--- config.mk ---
export PLATFORM = sky130hd
export DESIGN_NAME = id_pipe_stage
export DESIGN_NICKNAME = d
export VERILOG_FILES = /design/src/rtl/id_pipe_stage_pkg.sv /design/src/rtl/id_pipe_stage_decoder.sv /design/src/rtl/id_pipe_stage.sv
export SDC_FILE = /design/constraint.sdc
export NUM_CORES = 1
export LEC_CHECK = 0
export CELL_PAD_IN_SITES_DETAIL_PLACEMENT = 0
export CELL_PAD_IN_SITES_GLOBAL_PLACEMENT = 1
export CORE_ASPECT_RATIO = 0.75
export CORE_MARGIN = 2
export CORE_UTILIZATION = 28
export CTS_BUF_LIST = sky130_fd_sc_hd__clkbuf_16
export DETAILED_ROUTE_END_ITERATION = 16
export GPL_TIMING_DRIVEN = 0
export PLACE_DENSITY_LB_ADDON = 0.1
export SYNTH_ARGS = -nofsm -noshare
export SYNTH_HDL_FRONTEND = slang
export SYNTH_SLANG_ARGS = --single-unit
export TNS_END_PERCENT = 1
--- constraint.sdc ---
create_clock -name clk -period 2.5 [get_ports clk]
set_clock_uncertainty 0.2 [all_clocks]
set_input_delay 0.5 -clock clk [delete_from_list [all_inputs] [get_ports clk]]
set_output_delay 0.5 -clock clk [all_outputs]
set_load 0.1 [all_outputs]
--- src/rtl/id_pipe_stage_pkg.sv ---
// Shared decode definitions for the ID stage: instruction bus ranges, opcodes,
// ALU encodings and the packed control word carried to EX.
package id_pipe_stage_pkg;

  localparam int unsigned INST_W        = 32;
  localparam int unsigned OPCODE_BUS_HI = 31;
  localparam int unsigned OPCODE_BUS_LO = 26;
  localparam int unsigned RS_BUS_HI     = 25;
  localparam int unsigned RS_BUS_LO     = 21;
  localparam int unsigned RT_BUS_HI     = 20;
  localparam int unsigned RT_BUS_LO     = 16;
  localparam int unsigned RD_BUS_HI     = 15;
  localparam int unsigned RD_BUS_LO     = 11;
  localparam int unsigned SA_BUS_HI     = 10;
  localparam int unsigned SA_BUS_LO     = 6;
  localparam int unsigned FUNCT_BUS_HI  = 5;
  localparam int unsigned FUNCT_BUS_LO  = 0;
  localparam int unsigned IMM_BUS_LO    = 0;

  localparam int unsigned ALU_TYPE_W = 2;
  localparam int unsigned ALU_OP_W   = 4;

  typedef enum logic [ALU_TYPE_W-1:0] {
    ALU_T_ARITH = 2'd0,
    ALU_T_LOGIC = 2'd1,
    ALU_T_SHIFT = 2'd2,
    ALU_T_CMP   = 2'd3
  } alu_type_e;

  typedef enum logic [ALU_OP_W-1:0] {
    ALU_ADD  = 4'd0,
    ALU_SUB  = 4'd1,
    ALU_AND  = 4'd2,
    ALU_OR   = 4'd3,
    ALU_XOR  = 4'd4,
    ALU_NOR  = 4'd5,
    ALU_SLL  = 4'd6,
    ALU_SRL  = 4'd7,
    ALU_SRA  = 4'd8,
    ALU_SLT  = 4'd9,
    ALU_SLTU = 4'd10,
    ALU_LUI  = 4'd11
  } alu_op_e;

  // First member is the MSB; the offsets below must track this order.
  typedef struct packed {
    logic      write_reg;
    logic      mem_or_alu;
    logic      write_mem;
    logic      read_mem;
    alu_type_e alu_type;
    alu_op_e   alu_op;
    logic      alu_src_a;
    logic      alu_src_b;
    logic      reg_des;
    logic      imm_signed;
    logic      is_jal;
  } ctrl_t;

  localparam int unsigned CTRL_W          = $bits(ctrl_t);
  localparam int unsigned CTRL_WRITE_REG  = 14;
  localparam int unsigned CTRL_MEM_OR_ALU = 13;
  localparam int unsigned CTRL_WRITE_MEM  = 12;
  localparam int unsigned CTRL_READ_MEM   = 11;
  localparam int unsigned CTRL_ALU_TYPE_LO = 9;
  localparam int unsigned CTRL_ALU_OP_LO  = 5;
  localparam int unsigned CTRL_ALU_SRC_A  = 4;
  localparam int unsigned CTRL_ALU_SRC_B  = 3;
  localparam int unsigned CTRL_REG_DES    = 2;
  localparam int unsigned CTRL_IMM_SIGNED = 1;
  localparam int unsigned CTRL_IS_JAL     = 0;

  localparam logic [5:0] OP_RTYPE = 6'h00;
  localparam logic [5:0] OP_J     = 6'h02;
  localparam logic [5:0] OP_JAL   = 6'h03;
  localparam logic [5:0] OP_BEQ   = 6'h04;
  localparam logic [5:0] OP_BNE   = 6'h05;
  localparam logic [5:0] OP_ADDI  = 6'h08;
  localparam logic [5:0] OP_ADDIU = 6'h09;
  localparam logic [5:0] OP_SLTI  = 6'h0a;
  localparam logic [5:0] OP_SLTIU = 6'h0b;
  localparam logic [5:0] OP_ANDI  = 6'h0c;
  localparam logic [5:0] OP_ORI   = 6'h0d;
  localparam logic [5:0] OP_XORI  = 6'h0e;
  localparam logic [5:0] OP_LUI   = 6'h0f;
  localparam logic [5:0] OP_LW    = 6'h23;
  localparam logic [5:0] OP_SW    = 6'h2b;

  localparam logic [5:0] FN_SLL  = 6'h00;
  localparam logic [5:0] FN_SRL  = 6'h02;
  localparam logic [5:0] FN_SRA  = 6'h03;
  localparam logic [5:0] FN_JR   = 6'h08;
  localparam logic [5:0] FN_ADD  = 6'h20;
  localparam logic [5:0] FN_ADDU = 6'h21;
  localparam logic [5:0] FN_SUB  = 6'h22;
  localparam logic [5:0] FN_SUBU = 6'h23;
  localparam logic [5:0] FN_AND  = 6'h24;
  localparam logic [5:0] FN_OR   = 6'h25;
  localparam logic [5:0] FN_XOR  = 6'h26;
  localparam logic [5:0] FN_NOR  = 6'h27;
  localparam logic [5:0] FN_SLT  = 6'h2a;
  localparam logic [5:0] FN_SLTU = 6'h2b;

  // A load that writes back is the only producer EX cannot forward in time.
  function automatic logic ctrl_is_load_wb(input ctrl_t c);
    return c.read_mem & c.write_reg;
  endfunction

endpackage

--- src/rtl/id_pipe_stage_decoder.sv ---
// Combinational opcode/funct decoder producing the packed EX control word.
// Outputs are forced to zero while rst is asserted.
module decoder
  import id_pipe_stage_pkg::*;
(
  input  logic       rst,
  input  logic [5:0] opcode,
  input  logic [5:0] funct,
  output ctrl_t      ctrl
);

  ctrl_t w_ctrl;

  // Opcode/funct to control-word decode; unknown encodings decode as a nop.
  always_comb begin
    w_ctrl = '0;
    if (rst) begin
      w_ctrl = '0;
    end else begin
      case (opcode)
        OP_RTYPE: begin
          w_ctrl.reg_des   = 1'b1;
          w_ctrl.write_reg = 1'b1;
          case (funct)
            FN_ADD, FN_ADDU: w_ctrl.alu_op = ALU_ADD;
            FN_SUB, FN_SUBU: w_ctrl.alu_op = ALU_SUB;
            FN_AND: begin w_ctrl.alu_type = ALU_T_LOGIC; w_ctrl.alu_op = ALU_AND; end
            FN_OR:  begin w_ctrl.alu_type = ALU_T_LOGIC; w_ctrl.alu_op = ALU_OR;  end
            FN_XOR: begin w_ctrl.alu_type = ALU_T_LOGIC; w_ctrl.alu_op = ALU_XOR; end
            FN_NOR: begin w_ctrl.alu_type = ALU_T_LOGIC; w_ctrl.alu_op = ALU_NOR; end
            FN_SLT:  begin w_ctrl.alu_type = ALU_T_CMP; w_ctrl.alu_op = ALU_SLT;  end
            FN_SLTU: begin w_ctrl.alu_type = ALU_T_CMP; w_ctrl.alu_op = ALU_SLTU; end
            FN_SLL: begin
              w_ctrl.alu_type  = ALU_T_SHIFT;
              w_ctrl.alu_op    = ALU_SLL;
              w_ctrl.alu_src_a = 1'b1;
            end
            FN_SRL: begin
              w_ctrl.alu_type  = ALU_T_SHIFT;
              w_ctrl.alu_op    = ALU_SRL;
              w_ctrl.alu_src_a = 1'b1;
            end
            FN_SRA: begin
              w_ctrl.alu_type  = ALU_T_SHIFT;
              w_ctrl.alu_op    = ALU_SRA;
              w_ctrl.alu_src_a = 1'b1;
            end
            FN_JR: begin
              w_ctrl.reg_des   = 1'b0;
              w_ctrl.write_reg = 1'b0;
            end
            default: begin
              w_ctrl.reg_des   = 1'b0;
              w_ctrl.write_reg = 1'b0;
            end
          endcase
        end
        OP_ADDI, OP_ADDIU: begin
          w_ctrl.write_reg  = 1'b1;
          w_ctrl.alu_src_b  = 1'b1;
          w_ctrl.imm_signed = 1'b1;
        end
        OP_SLTI, OP_SLTIU: begin
          w_ctrl.write_reg  = 1'b1;
          w_ctrl.alu_type   = ALU_T_CMP;
          w_ctrl.alu_op     = (opcode == OP_SLTI) ? ALU_SLT : ALU_SLTU;
          w_ctrl.alu_src_b  = 1'b1;
          w_ctrl.imm_signed = 1'b1;
        end
        OP_ANDI, OP_ORI, OP_XORI, OP_LUI: begin
          w_ctrl.write_reg = 1'b1;
          w_ctrl.alu_type  = ALU_T_LOGIC;
          w_ctrl.alu_src_b = 1'b1;
          case (opcode)
            OP_ANDI: w_ctrl.alu_op = ALU_AND;
            OP_ORI:  w_ctrl.alu_op = ALU_OR;
            OP_XORI: w_ctrl.alu_op = ALU_XOR;
            default: w_ctrl.alu_op = ALU_LUI;
          endcase
        end
        OP_LW: begin
          w_ctrl.write_reg  = 1'b1;
          w_ctrl.mem_or_alu = 1'b1;
          w_ctrl.read_mem   = 1'b1;
          w_ctrl.alu_src_b  = 1'b1;
          w_ctrl.imm_signed = 1'b1;
        end
        OP_SW: begin
          w_ctrl.write_mem  = 1'b1;
          w_ctrl.alu_src_b  = 1'b1;
          w_ctrl.imm_signed = 1'b1;
        end
        OP_BEQ, OP_BNE: begin
          w_ctrl.alu_op     = ALU_SUB;
          w_ctrl.imm_signed = 1'b1;
        end
        OP_JAL: begin
          w_ctrl.write_reg = 1'b1;
          w_ctrl.is_jal    = 1'b1;
        end
        OP_J:    w_ctrl = '0;
        default: w_ctrl = '0;
      endcase
    end
  end

  assign ctrl = w_ctrl;

endmodule

--- src/rtl/id_pipe_stage.sv ---
// ID stage: decode plus ID/EX pipeline register with valid/ready, load-use bubbles
// and flush. Optional stall counter port enabled by defining ID_STALL_CNT_EN.
module id_pipe_stage
  import id_pipe_stage_pkg::*;
#(
  parameter int unsigned DATA_W     = 32,
  parameter int unsigned ADDR_W     = 32,
  parameter int unsigned REG_ADDR_W = 5,
  parameter int unsigned IMM_W      = 16,
  parameter int unsigned CNT_W      = 16
) (
  input  logic                  clk,
  input  logic                  rst,
  input  logic                  in_valid,
  output logic                  in_ready,
  input  logic [ADDR_W-1:0]     in_pc_plus4,
  input  logic [INST_W-1:0]     in_inst,
  input  logic                  flush,
  input  logic                  out_ready,
  output logic                  out_valid,
  output logic [ADDR_W-1:0]     out_pc_plus4,
  output logic [CTRL_W-1:0]     out_ctrl,
  output logic [REG_ADDR_W-1:0] out_rs,
  output logic [REG_ADDR_W-1:0] out_rt,
  output logic [REG_ADDR_W-1:0] out_rd,
  output logic [DATA_W-1:0]     out_imm,
  output logic [DATA_W-1:0]     out_shamt,
  output logic [5:0]            out_opcode
`ifdef ID_STALL_CNT_EN
  ,
  output logic [CNT_W-1:0]      stall_cnt
`endif
);

  ctrl_t                 w_dec_ctrl;
  logic [REG_ADDR_W-1:0] w_in_rs;
  logic [REG_ADDR_W-1:0] w_in_rt;
  logic [REG_ADDR_W-1:0] w_in_rd;
  logic [DATA_W-1:0]     w_imm;
  logic                  w_adv;
  logic                  w_hazard;
  logic                  w_in_ready;

  logic                  r_valid;
  logic [ADDR_W-1:0]     r_pc_plus4;
  ctrl_t                 r_ctrl;
  logic [REG_ADDR_W-1:0] r_rs;
  logic [REG_ADDR_W-1:0] r_rt;
  logic [REG_ADDR_W-1:0] r_rd;
  logic [DATA_W-1:0]     r_imm;
  logic [DATA_W-1:0]     r_shamt;
  logic [5:0]            r_opcode;

  decoder u_decoder (
    .rst    (rst),
    .opcode (in_inst[OPCODE_BUS_HI:OPCODE_BUS_LO]),
    .funct  (in_inst[FUNCT_BUS_HI:FUNCT_BUS_LO]),
    .ctrl   (w_dec_ctrl)
  );

  assign w_in_rs = REG_ADDR_W'(in_inst[RS_BUS_HI:RS_BUS_LO]);
  assign w_in_rt = REG_ADDR_W'(in_inst[RT_BUS_HI:RT_BUS_LO]);
  assign w_in_rd = REG_ADDR_W'(in_inst[RD_BUS_HI:RD_BUS_LO]);

  // Extension is done here so EX sees a ready-to-use operand.
  always_comb begin
    w_imm = {DATA_W{1'b0}};
    if (w_dec_ctrl.imm_signed) begin
      w_imm = DATA_W'($signed(in_inst[IMM_W-1:IMM_BUS_LO]));
    end else begin
      w_imm = DATA_W'(in_inst[IMM_W-1:IMM_BUS_LO]);
    end
  end

  assign w_adv = ~r_valid | out_ready;

  // The rt match is deliberately conservative and ignores whether rt is read.
  assign w_hazard = in_valid & r_valid & ctrl_is_load_wb(r_ctrl)
                  & (r_rt != {REG_ADDR_W{1'b0}})
                  & ((w_in_rs == r_rt) | (w_in_rt == r_rt));

  assign w_in_ready = flush | (w_adv & ~w_hazard);
  assign in_ready   = w_in_ready;

  // ID/EX register: reset, flush, bubble, accept, or hold, in that priority.
  always_ff @(posedge clk) begin
    if (rst) begin
      r_valid    <= 1'b0;
      r_pc_plus4 <= {ADDR_W{1'b0}};
      r_ctrl     <= '0;
      r_rs       <= {REG_ADDR_W{1'b0}};
      r_rt       <= {REG_ADDR_W{1'b0}};
      r_rd       <= {REG_ADDR_W{1'b0}};
      r_imm      <= {DATA_W{1'b0}};
      r_shamt    <= {DATA_W{1'b0}};
      r_opcode   <= 6'd0;
    end else if (flush) begin
      r_valid <= 1'b0;
    end else if (w_adv) begin
      if (w_hazard) begin
        r_valid <= 1'b0;
      end else begin
        r_valid <= in_valid;
        if (in_valid) begin
          r_pc_plus4 <= in_pc_plus4;
          r_ctrl     <= w_dec_ctrl;
          r_rs       <= w_in_rs;
          r_rt       <= w_in_rt;
          r_rd       <= w_in_rd;
          r_imm      <= w_imm;
          r_shamt    <= DATA_W'(in_inst[SA_BUS_HI:SA_BUS_LO]);
          r_opcode   <= in_inst[OPCODE_BUS_HI:OPCODE_BUS_LO];
        end else begin
          r_opcode <= r_opcode;
        end
      end
    end else begin
      r_valid <= r_valid;
    end
  end

  assign out_valid    = r_valid;
  assign out_pc_plus4 = r_pc_plus4;
  assign out_ctrl     = r_ctrl;
  assign out_rs       = r_rs;
  assign out_rt       = r_rt;
  assign out_rd       = r_rd;
  assign out_imm      = r_imm;
  assign out_shamt    = r_shamt;
  assign out_opcode   = r_opcode;

`ifdef ID_STALL_CNT_EN
  logic [CNT_W-1:0] r_stall_cnt;

  // Flush forces in_ready high, so flush cycles never count as stalls.
  always_ff @(posedge clk) begin
    if (rst) begin
      r_stall_cnt <= {CNT_W{1'b0}};
    end else if (in_valid & ~w_in_ready & ~(&r_stall_cnt)) begin
      r_stall_cnt <= r_stall_cnt + CNT_W'(1);
    end else begin
      r_stall_cnt <= r_stall_cnt;
    end
  end

  assign stall_cnt = r_stall_cnt;
`endif

endmodule

==> flow_metrics.py <==
metrics = {
    "setup_path": {
        "critPathCapture": "in_ready",
        "crit_start": "in_inst[17]",
        "r2r_slack_ns": 0.20,
        "crit_arrival_ns": 1.89,
        "reg2reg_to": "out_rt[4]",
        "critPathLaunchType": "primary input",
        "crit_fanout": 2,
        "criticalPathCategory": "primary input to output pin",
        "critPathRequiredTime_ns": 1.80,
        "rr_worst_depth": 9,
        "regToRegStartpoint": "out_rt[0]",
        "crit_path_end_kind": "output pin",
    },
    "global_route": {
        "antenna_found_initial": 0,
        "grt_max_degree": 18,
        "grt.overflow.total": 0,
        "grt_usage": 0.154,
        "grt_first_pass_wirelength_um": 17300,
        "grt_pass1_vias": 3266,
    },
    "placement": {
        "postPlaceCellArea_um2": 5790,
        "place_ws_ns": -1.12,
        "gp_congestion": 0.747,
        "io_buffers": 170,
        "dp_hpwl_um": 8460,
    },
    "timing": {
        "max_freq_mhz": 386,
        "tightestPinTransition_ns": 1.01,
        "setup_viol": 1,
        "layout_setup_ws_ns": -0.0880,
        "slew_viol_final": 0,
        "rsz0062_at_grt": "true",
        "finalCriticalPeriod_ns": 2.59,
        "hold_ws_ns": 0.217,
        "finalHoldViolations": 0,
        "period_share": 1.04,
        "relSlewSlack": 0.329,
    },
    "clock_network": {
        "root_buffer": "clkbuf_16",
        "postCtsHoldBufs": 0,
        "cts_tree": "built",
        "h-tree-depth": 3,
        "cts_setup_buffers": 0,
        "cts_buffers": 9,
        "clk_latency_ns": 0.33,
        "clock-sinks": 80,
        "clk_pin_slew_ns": 0.06,
        "clockBufferDepth": 2,
    },
    "detailed_routing": {
        "routedWlPerCell_um": 14.1,
        "first_pass_iters": 4,
        "drt_iter0_drc": 156,
        "drc_errors": 0,
        "num_vias": 3349,
        "ant_nets": 0,
        "vias_per_cell": 4.27,
        "wl_um": 11000,
    },
    "outcome": {
        "violations": "setup timing",
        "status": "complete, but fails checks",
    },
    "hold_path": {
        "holdPathStages": 2,
        "hold_path.class": "primary input to register",
    },
    "floorplanning": {
        "die_h_um": 104,
        "ios": 203,
        "die-area_um2": 14400,
        "row_count": 36,
        "initial_core_util": 0.288,
        "core_um2": 13100,
        "die_w_um": 138,
    },
    "power_and_ir_drop": {
        "p_per_area_nw_per_um2": 622,
        "vdd_drop_max_uv": 360,
        "p_leak_uw": 0.00319,
    },
    "yosys": {
        "netlist_area_um2": 3760,
        "yosys.cell_types.count": 43,
        "yosysSeqAreaShare": 0.425,
        "avgSynthCellArea_um2": 9.34,
        "syn_inst": 403,
        "synthTopCellsByArea": "dfxtp_1 43%, mux2i_1 18%, buf_4 11%",
        "synth_top_cell_area_share": 0.425,
        "ys_seq_elements": 80,
        "yosysWarnings": 0,
        "yosys.area.top_type": "dfxtp_1",
    },
    "cells_and_area": {
        "final_cell_mix": "83 x dlygate4sd2_1, 81 x buf_4, 77 x nor2_1",
        "fin_nets": 679,
        "fillers": 1307,
        "drive_gt1_frac": 0.207,
        "num_antenna_cells": 0,
        "final_common_cell": "dlygate4sd2_1",
        "area.growth.synth_to_final_pct": 58.1,
        "stdcell_area_um2": 5950,
    },
    "run": {
        "cap_violations": 0,
    },
}
metal layers:
metal	up-vias	global-route usage	routed length [um]
met5	-	0	0
met4	0	0.0408	104
met3	10	0.0673	1050
met2	120	0.239	4970
met1	1518	0.192	4900
li1	1701	-	-
critical path, stage by stage:
cell             delay, ns
clkdlybuf4s50_1       0.44
xor2_1                0.18
nor2_1                0.13
a22oi_2               0.08
or2_1                 0.23
nand2_1               0.08
nand2_2               0.07
buf_12                0.16
registers in the layout (all words and copies together) (netlist names):
| register | count |
|---|---|
| out_ctrl | 14 |
| out_imm | 13 |
| out_opcode | 6 |
| out_pc_plus4 | 32 |
| out_rd | 4 |
| out_rs | 5 |
| out_rt | 5 |
| out_valid | 1 |
timing repair:
action                                 4_1_cts  5_1_grt
setup endpoints to repair                  182       82
endpoints found under the hold margin        0        0
gates cloned                                 0        0
gates resized for setup                    155        9
pin swaps                                    4        5
synth_stat cells:
| cell | count |
|---|---|
| dfxtp_1 | 80 |
| nand4b_1 | 1 |
| nand3b_1 | 8 |
| o31ai_4 | 1 |
| o2111ai_1 | 1 |
| mux2i_1 | 69 |
| xor2_1 | 10 |
| a22oi_1 | 1 |
| o41ai_1 | 3 |
| inv_1 | 3 |
| o22ai_1 | 3 |
| o31a_1 | 1 |
| o21ai_1 | 2 |
| o31ai_1 | 3 |
| or4_4 | 2 |
| o32ai_1 | 1 |
| nor4_1 | 2 |
| nand2b_1 | 5 |
| a21oi_1 | 8 |
| nor4_2 | 1 |
| o21a_1 | 3 |
| a31oi_1 | 1 |
| nor3_1 | 6 |
| or4_1 | 1 |
| nand3_1 | 3 |
| conb_1 | 1 |
| a211oi_1 | 2 |
| nand2_1 | 8 |
| and3_1 | 1 |
| nor2_1 | 77 |
| or3_1 | 2 |
| clkbuf_1 | 15 |
| and4_1 | 1 |
| buf_2 | 9 |
| buf_6 | 1 |
| buf_4 | 55 |
| or2_1 | 2 |
| o32a_1 | 1 |
| o21ai_0 | 3 |
| nor3_2 | 1 |
| nor2b_1 | 3 |
| a311o_2 | 1 |
| inv_2 | 1 |
stage by stage:
step | util | TNS, ns | std cells | total power [uW]
global placement | 0.443 | -34.14 | 770 | 2580
global route | 0.456 | -0.170 | 784 | 3860
detailed placement | 0.443 | -35.09 | 770 | 2580
CTS | 0.453 | -0.298 | 784 | 3750
finish | 0.456 | -0.0880 | 784 | 3700
floorplan | - | 0 | 429 | 2290
kinds of logic (layout without fill, tap and decap cells):
logic type,Yosys count,in the layout,share of synthesized area
AOI/OAI and AO/OA,35,35,0.0671
xor gates and xnor gates,10,10,0.0233
buffers and inverters,84,268,0.144
DFF,80,80,0.425
muxes,69,69,0.183
other,1,27,0.000996
and+or+nand+nor,124,124,0.156
how the worst min path moves through the flow:
stage                 from          end  slack (ns)
6_report       in_inst[30]  out_ctrl[3]        0.22
5_1_grt        in_inst[30]  out_ctrl[3]        0.20
4_1_cts        in_inst[30]  out_ctrl[3]        0.20
2_1_floorplan        flush    out_valid        0.37
3_3_place_gp   out_ctrl[2]  out_ctrl[2]        0.25
3_5_place_dp   out_ctrl[0]  out_ctrl[0]        0.25
cell type report:
type | instances | area (um^2) | share of cell area
well taps | 171 | 214 | 0.0360
multi-input cells | 265 | 1760 | 0.295
plain buffers | 80 | 534 | 0.0898
clock inverters | 5 | 35.0 | 0.00589
flip-flops and latches | 80 | 1610 | 0.271
repair buffers | 170 | 1560 | 0.262
inverters | 4 | 15.0 | 0.00252
clock buffers | 9 | 225 | 0.0378
report_power, final:
group	switching, uW	internal (uW)
clock	527	661
combinational	857	291
sequential	34.2	1330
total	1420	2280
Note: power is estimated with default switching activity, not from simulation.
